File: src/rtl/parity_mem_writer_pkg.sv
// Shared definitions for the parity memory writer.
// - Geometry: DEPTH entries split across two BANK_DEPTH banks, ADDR_W-bit
//   address whose MSB selects the bank.
// - state_t: fill-level FSM encoding.
// - parity_of(): parity bit of a (zero-extended) data word.
package parity_mem_writer_pkg;

  localparam int DEPTH      = 16;
  localparam int ADDR_W     = 4;
  localparam int BANK_DEPTH = 8;
  localparam int BANK_AW    = 3;
  localparam int CNT_W      = 5;   // must hold 0..DEPTH inclusive
  localparam int PAR_IN_W   = 64;  // widest data word parity_of() accepts

  typedef enum logic [1:0] {
    IDLE = 2'd0,
    FILL = 2'd1,
    FULL = 2'd2
  } state_t;

  // Zero extension does not change XOR parity, so callers cast up to PAR_IN_W.
  function automatic logic parity_of(input logic [PAR_IN_W-1:0] data, input logic odd);
    return (^data) ^ odd;
  endfunction

endpackage

File: src/rtl/parity_mem_writer_if.sv
// Write channel of the parity memory writer.
// - wr_valid / wr_data / inject_err : driven by the source (master).
// - wr_ready                        : driven by the writer (slave).
interface parity_mem_writer_if #(
  parameter int DATA_W = 8
);
  logic              wr_valid;
  logic              wr_ready;
  logic [DATA_W-1:0] wr_data;
  logic              inject_err;

  modport master (output wr_valid, output wr_data, output inject_err, input  wr_ready);
  modport slave  (input  wr_valid, input  wr_data, input  inject_err, output wr_ready);
endinterface

File: src/rtl/parity_mem_writer_bank.sv
// parity_bank: BANK_DEPTH x (DATA_W+1) storage, {parity, data} per entry.
// Ports:
//   clock          falling-edge clock
//   reset          sync active-high; zeroes data, parity set to INIT_PAR
//   we/waddr/wdata/wpar  write port
//   raddr -> rdata/rpar  combinational read port
module parity_bank
  import parity_mem_writer_pkg::*;
#(
  parameter int DATA_W   = 8,
  parameter bit INIT_PAR = 1'b0
) (
  input  logic               clock,
  input  logic               reset,
  input  logic               we,
  input  logic [BANK_AW-1:0] waddr,
  input  logic [DATA_W-1:0]  wdata,
  input  logic               wpar,
  input  logic [BANK_AW-1:0] raddr,
  output logic [DATA_W-1:0]  rdata,
  output logic               rpar
);

  logic [DATA_W:0] mem [BANK_DEPTH];

  // Reset initialises every entry so all-zero data reads back with clean parity.
  always_ff @(negedge clock) begin
    if (reset) begin
      for (int i = 0; i < BANK_DEPTH; i++) mem[i] <= {INIT_PAR, {DATA_W{1'b0}}};
    end else if (we) begin
      mem[waddr] <= {wpar, wdata};
    end
  end

  assign {rpar, rdata} = mem[raddr];

endmodule

File: src/rtl/parity_mem_writer.sv
// parity_mem_writer: stores accepted bytes plus a generated parity bit at an
// auto-incrementing address across two banks (address MSB = bank select).
// Ports:
//   clock, reset        falling-edge clock, sync active-high reset
//   wr (slave)          valid/ready write channel with parity fault injection
//   clear               restart pointer/count, contents kept
//   rd_addr -> rd_data/rd_parity   combinational read port
//   wr_ptr, count, full, done      fill status; done pulses after last write
module parity_mem_writer
  import parity_mem_writer_pkg::*;
#(
  parameter int DATA_W     = 8,
  parameter int DEPTH      = 16,
  parameter bit ODD_PARITY = 1'b0
) (
  input  logic                clock,
  input  logic                reset,
  parity_mem_writer_if.slave  wr,
  input  logic                clear,
  input  logic [ADDR_W-1:0]   rd_addr,
  output logic [DATA_W-1:0]   rd_data,
  output logic                rd_parity,
  output logic [ADDR_W-1:0]   wr_ptr,
  output logic [CNT_W-1:0]    count,
  output logic                full,
  output logic                done
);

  state_t state, state_n;
  logic   accept, last_wr, wr_par;

  logic [1:0][DATA_W-1:0] bank_rdata;
  logic [1:0]             bank_rpar;

  // Ready never looks at wr_valid, so the source can't form a comb loop.
  assign wr.wr_ready = (state != FULL) && !clear;
  assign accept      = wr.wr_valid && wr.wr_ready;
  assign last_wr     = (count == CNT_W'(DEPTH - 1));
  assign full        = (count == CNT_W'(DEPTH));
  assign wr_par      = parity_of(PAR_IN_W'(wr.wr_data), ODD_PARITY) ^ wr.inject_err;

  always_comb begin
    state_n = state;
    unique case (state)
      IDLE:    if (accept) state_n = FILL;
      FILL:    if (accept && last_wr) state_n = FULL;
      FULL:    state_n = FULL;
      default: state_n = IDLE;
    endcase
    if (clear) state_n = IDLE;
  end

  always_ff @(negedge clock) begin
    if (reset || clear) begin
      state  <= IDLE;
      wr_ptr <= '0;
      count  <= '0;
      done   <= 1'b0;
    end else begin
      state <= state_n;
      done  <= accept && last_wr;
      if (accept) begin
        // Pointer wraps to 0 on the last write; FULL then protects entry 0.
        wr_ptr <= wr_ptr + ADDR_W'(1);
        count  <= count + CNT_W'(1);
      end
    end
  end

  for (genvar b = 0; b < 2; b++) begin : g_bank
    parity_bank #(
      .DATA_W  (DATA_W),
      .INIT_PAR(ODD_PARITY)
    ) u_bank (
      .clock (clock),
      .reset (reset),
      .we    (accept && (wr_ptr[ADDR_W-1] == 1'(b))),
      .waddr (wr_ptr[BANK_AW-1:0]),
      .wdata (wr.wr_data),
      .wpar  (wr_par),
      .raddr (rd_addr[BANK_AW-1:0]),
      .rdata (bank_rdata[b]),
      .rpar  (bank_rpar[b])
    );
  end

  assign rd_data   = bank_rdata[rd_addr[ADDR_W-1]];
  assign rd_parity = bank_rpar[rd_addr[ADDR_W-1]];

endmodule

File: src/flat_wrapper.sv
// flat-port wrapper written by rule: the top's interface ports become plain ports
module parity_mem_writer_flat import parity_mem_writer_pkg::*;
#(
  parameter int DATA_W     = 8,
  parameter int DEPTH      = 16,
  parameter bit ODD_PARITY = 1'b0
)
  (clock, reset, clear, rd_addr, rd_data, rd_parity, wr_ptr, count, full, done, wr_wr_valid, wr_wr_data, wr_inject_err, wr_wr_ready);
  parity_mem_writer_if #(.DATA_W(DATA_W)) wr_i ();
  input  logic clock;
  input  logic reset;
  input  logic clear;
  input  logic [ADDR_W-1:0] rd_addr;
  output logic [DATA_W-1:0] rd_data;
  output logic rd_parity;
  output logic [ADDR_W-1:0] wr_ptr;
  output logic [CNT_W-1:0] count;
  output logic full;
  output logic done;
  input wire logic [$bits(wr_i.wr_valid)-1:0] wr_wr_valid;
  input wire logic [$bits(wr_i.wr_data)-1:0] wr_wr_data;
  input wire logic [$bits(wr_i.inject_err)-1:0] wr_inject_err;
  output wire logic [$bits(wr_i.wr_ready)-1:0] wr_wr_ready;
  assign wr_i.wr_valid = wr_wr_valid;
  assign wr_i.wr_data = wr_wr_data;
  assign wr_i.inject_err = wr_inject_err;
  assign wr_wr_ready = wr_i.wr_ready;
  parity_mem_writer #(.DATA_W(DATA_W), .DEPTH(DEPTH), .ODD_PARITY(ODD_PARITY)) u_core (.clock(clock), .reset(reset), .wr(wr_i), .clear(clear), .rd_addr(rd_addr), .rd_data(rd_data), .rd_parity(rd_parity), .wr_ptr(wr_ptr), .count(count), .full(full), .done(done));
endmodule
File: config.mk
export PLATFORM = sky130hd
export DESIGN_NAME = parity_mem_writer_flat
export DESIGN_NICKNAME = d
export VERILOG_FILES = /design/src/rtl/parity_mem_writer_pkg.sv /design/src/rtl/parity_mem_writer_if.sv /design/src/rtl/parity_mem_writer_bank.sv /design/src/rtl/parity_mem_writer.sv /design/src/flat_wrapper.sv
export SDC_FILE = /design/constraint.sdc
export NUM_CORES = 1
export LEC_CHECK = 0
export ABC_AREA = 1
export BUFFER_PORTS_ARGS = -buffer_cell sky130_fd_sc_hd__buf_2
export CORE_ASPECT_RATIO = 1.2
export CORE_MARGIN = 10
export CORE_UTILIZATION = 55
export DETAILED_ROUTE_END_ITERATION = 10
export PLACE_DENSITY = 0.76
export SLEW_MARGIN = 5
export SYNTH_ARGS = -nofsm -noshare
export SYNTH_HDL_FRONTEND = slang
export SYNTH_SLANG_ARGS = --single-unit
File: constraint.sdc
create_clock -name clock -period 3.4 [get_ports clock]
set_input_delay 0.85 -clock clock [delete_from_list [all_inputs] [get_ports clock]]
set_output_delay 0.85 -clock clock [all_outputs]
set_load 0.005 [all_outputs]
==> impl_metrics.toml <==
[clock_tree]
hold_buffers = 0
insertion_delay_ns = 0.57
clk_pin_slew_ns = 0.19
htree_levels = 4
root_buffer = "clkbuf_16"
cts_buffer_depth = 2
clock_sinks = 156
numCtsBuffers = 17
cts_tree = "built"

[grt]
grt_overflow_total = 0
grtUsageTotal = 0.222
grt_max_degree = 73
grt_pass1_vias = 6908
grt_pass1_wl_um = 32400
antenna_found_initial = 0

[logic_synthesis]
yosysTopAreaCellShare = 0.586
ys_warn_count = 0
syn_area_sq_um = 7380
synthMuxAreaShare = 0
synth.distinct_cells = 23
synth_enable_flop_cells = 144
synth_top_family_by_area = "simple AND/OR/NAND/NOR gates"
synth_fa_ha_area_frac = 0.0136
yosys_most_used_dff = "edfxtp_1"
synth.most_common_cell = "nor2_1"
netlist_top_cells_area = "edfxtp_1, nor2_1, inv_1"
synthArstFlopShare = 0
synth_nets = 794
synth_top_area_cell = "edfxtp_1"
avgSynthCellArea_sq_um = 9.59
synth_compound_area_frac = 0.0979
synthTopCellsByCount = "nor2_1, edfxtp_1, inv_1, nand2_1, nand3_1"
yosys.area_share.simple = 0.194
ys_seq_area_frac = 0.619
synth-xor-area-share = 0.00237
ys_seq_elements = 156
syn_inst = 769

[floorplan]
die_h_um = 147
dieArea_sq_um = 18500
core-area_sq_um = 13200
die_w_um = 126
num_rows = 46
initial_utilization = 0.560
ios = 38

[setup_path]
crit_chain = "inv_1 > a21oi_1 > o21ai_0 > nand3_1 > nand3_1 > nand2_1 > buf_2"
critical_path_required_ns = 2.55
crit_path_max_fanout = 1
crit_buf_inv = 2
start_kind = "flop"
slowest_delay_ns = 0.41
crit_top_cell = "nand3_1"
cp-end-kind = "output pin"
cpMaxStageDelayCell = "edfxtp_1"
cp_data_arrival_time_ns = 3.62
crit_family = "flip-flops"
worstSetupPathType = "reg2out"

[flow_run]
cap_violations = 4

[run_status]
status = "finished with violations"
violations = "capacitance limit, slew limit, setup timing"

[cells_and_area]
n_antenna_cell = 0
final_nets = 1065
multiInputGateArea_sq_um = 3960
instances_no_fill = 1221
layout-drive-gt1-share = 0.349
seqCellArea_sq_um = 4590
fillCellCount = 519
syn_to_final_growth_pct = 56.8

[detailed_routing]
vias_per_cell = 6.32
drtIter0Drc = 1225
postRouteAntennaNets = 0
drt_wl_total_um = 30700
wl_per_cell_um = 25.2
first_pass_iters = 8
num_vias = 7717
drcViolationCount = 0

[sta]
finalWorstSetupSlack_ns = -1.07
setup_viol = 312
worst_pin_slew_ns = 1.57
finalMaxSlewViolations = 7
skew_ns = 0.112
relSlewSlack = -0.0533
grt_setup_unrepaired = "true"
finalHoldViolCount = 0

[place]
place_hpwl_um = 12900
port_buffers = 37
placedCellCount = 987
place_congestion = 0.971
preCtsSetupSlack_ns = -0.440

[power_and_ir_drop]
ir_drop_uv = 389
power_density_nw_per_um2 = 481
p_leak_nw = 4.92
total_power_w = 0.00556

[hold_path]
hp-class = "reg2reg"
logic make-up after synthesis:
family	count (synthesis)
AND/OR/NAND/NOR	337
XOR/XNOR	2
buffers and inverters	140
flip-flops	156
adder cells (fa/ha/maj)	8
AO/OA/AOI/OAI	126
sequential cells by signal, summed over array words and instances, names as in the netlist:
register / count
u_core.g_bank.u_bank.mem: 144
u_core.count: 5
u_core.done: 1
u_core.state: 2
u_core.wr_ptr: 4
what timing repair did:
| item | CTS | global route |
|---|---|---|
| resized for setup | 75 | 352 |
| setup buffers | 9 | 9 |
| setup endpoints to repair | 21 | 318 |
| pin swaps | 12 | 52 |
| gates cloned | 0 | 32 |
cell usage in the layout (no fill, tap or decap), types with 12 or more instances in the layout:
cell type  count
nand3_1       60
buf_8         14
nor2_4       111
nand2_4       12
o21ai_0       36
nand2_1       74
nor2_2        23
inv_1        247
buf_12        14
nand2_8       38
nor2_1        16
buf_6         24
clkbuf_16     23
a21oi_1       42
o211ai_1      36
edfxtp_1     144
buf_2         26
buf_4         35
worst register-to-register path: cells and delay by family, from the launching register on:
kind	cells	cell delay [ns]
DFF	1	0.36
and+or+nand+nor	3	1.57
buffers and inverters	3	0.55
routing by layer:
metal / global-route usage / part of all wire / vias up
met1: 0.228 / 0.31 / 3600
met4: 0.110 / 0.078 / 0
met5: 0 / 0 / -
met3: 0.0821 / 0.11 / 221
met2: 0.389 / 0.49 / 722
li1: - / - / 3174
path summary, 6_finish.rpt:
kind / startpoint / to / slack (ns) / depth (start not counted)
worst min-delay path: u_core.count[2]$_SDFFE_NP0P_ / u_core.count[2]$_SDFFE_NP0P_ / 0.52 / 1
worst max-delay path: u_core.g_bank[0].u_bank.mem[5][6]$_SDFFCE_NN0P_ / rd_data[6] / -1.07 / 7
worst max register to register: u_core.wr_ptr[2]$_SDFFE_NP0P_ / u_core.g_bank[1].u_bank.mem[2][8]$_SDFFCE_NN0P_ / 0.74 / 6
worst min register to register: u_core.count[2]$_SDFFE_NP0P_ / u_core.count[2]$_SDFFE_NP0P_ / 0.52 / 1
report_power, final:
group / internal (W) / leakage (nW) / switching, W / total, W
Clock: 0.00118 / 1.10 / 0.00158 / 0.00276
Sequential: 0.00216 / 1.59 / 0.0000309 / 0.00219
Combinational: 0.000184 / 2.22 / 0.000417 / 0.000600
area by class of cell:
| cell class | instances | share of cell area |
|---|---|---|
| flip-flops and latches | 156 | 0.397 |
| clock buffers | 17 | 0.0368 |
| multi-input cells | 490 | 0.343 |
| clock inverters | 171 | 0.0590 |
| repair buffers | 119 | 0.113 |
| inverters | 100 | 0.0337 |
| well taps | 168 | 0.0182 |
metrics by stage:
step | TNS, ns | hold WS (ns) | cell area [sq um] | utilization
3_3_place_gp | -97.89 | 0.457 | 8260 | 0.627
3_5_place_dp | -113.55 | 0.487 | 8260 | 0.627
4_1_cts | -69.04 | 0.469 | 9650 | 0.732
6_report | -84.80 | 0.516 | 11600 | 0.877
5_1_grt | -97.01 | 0.516 | 11600 | 0.877
2_1_floorplan | -95.05 | 0.456 | 7530 | -
Note: power is estimated with default switching activity, not from simulation.
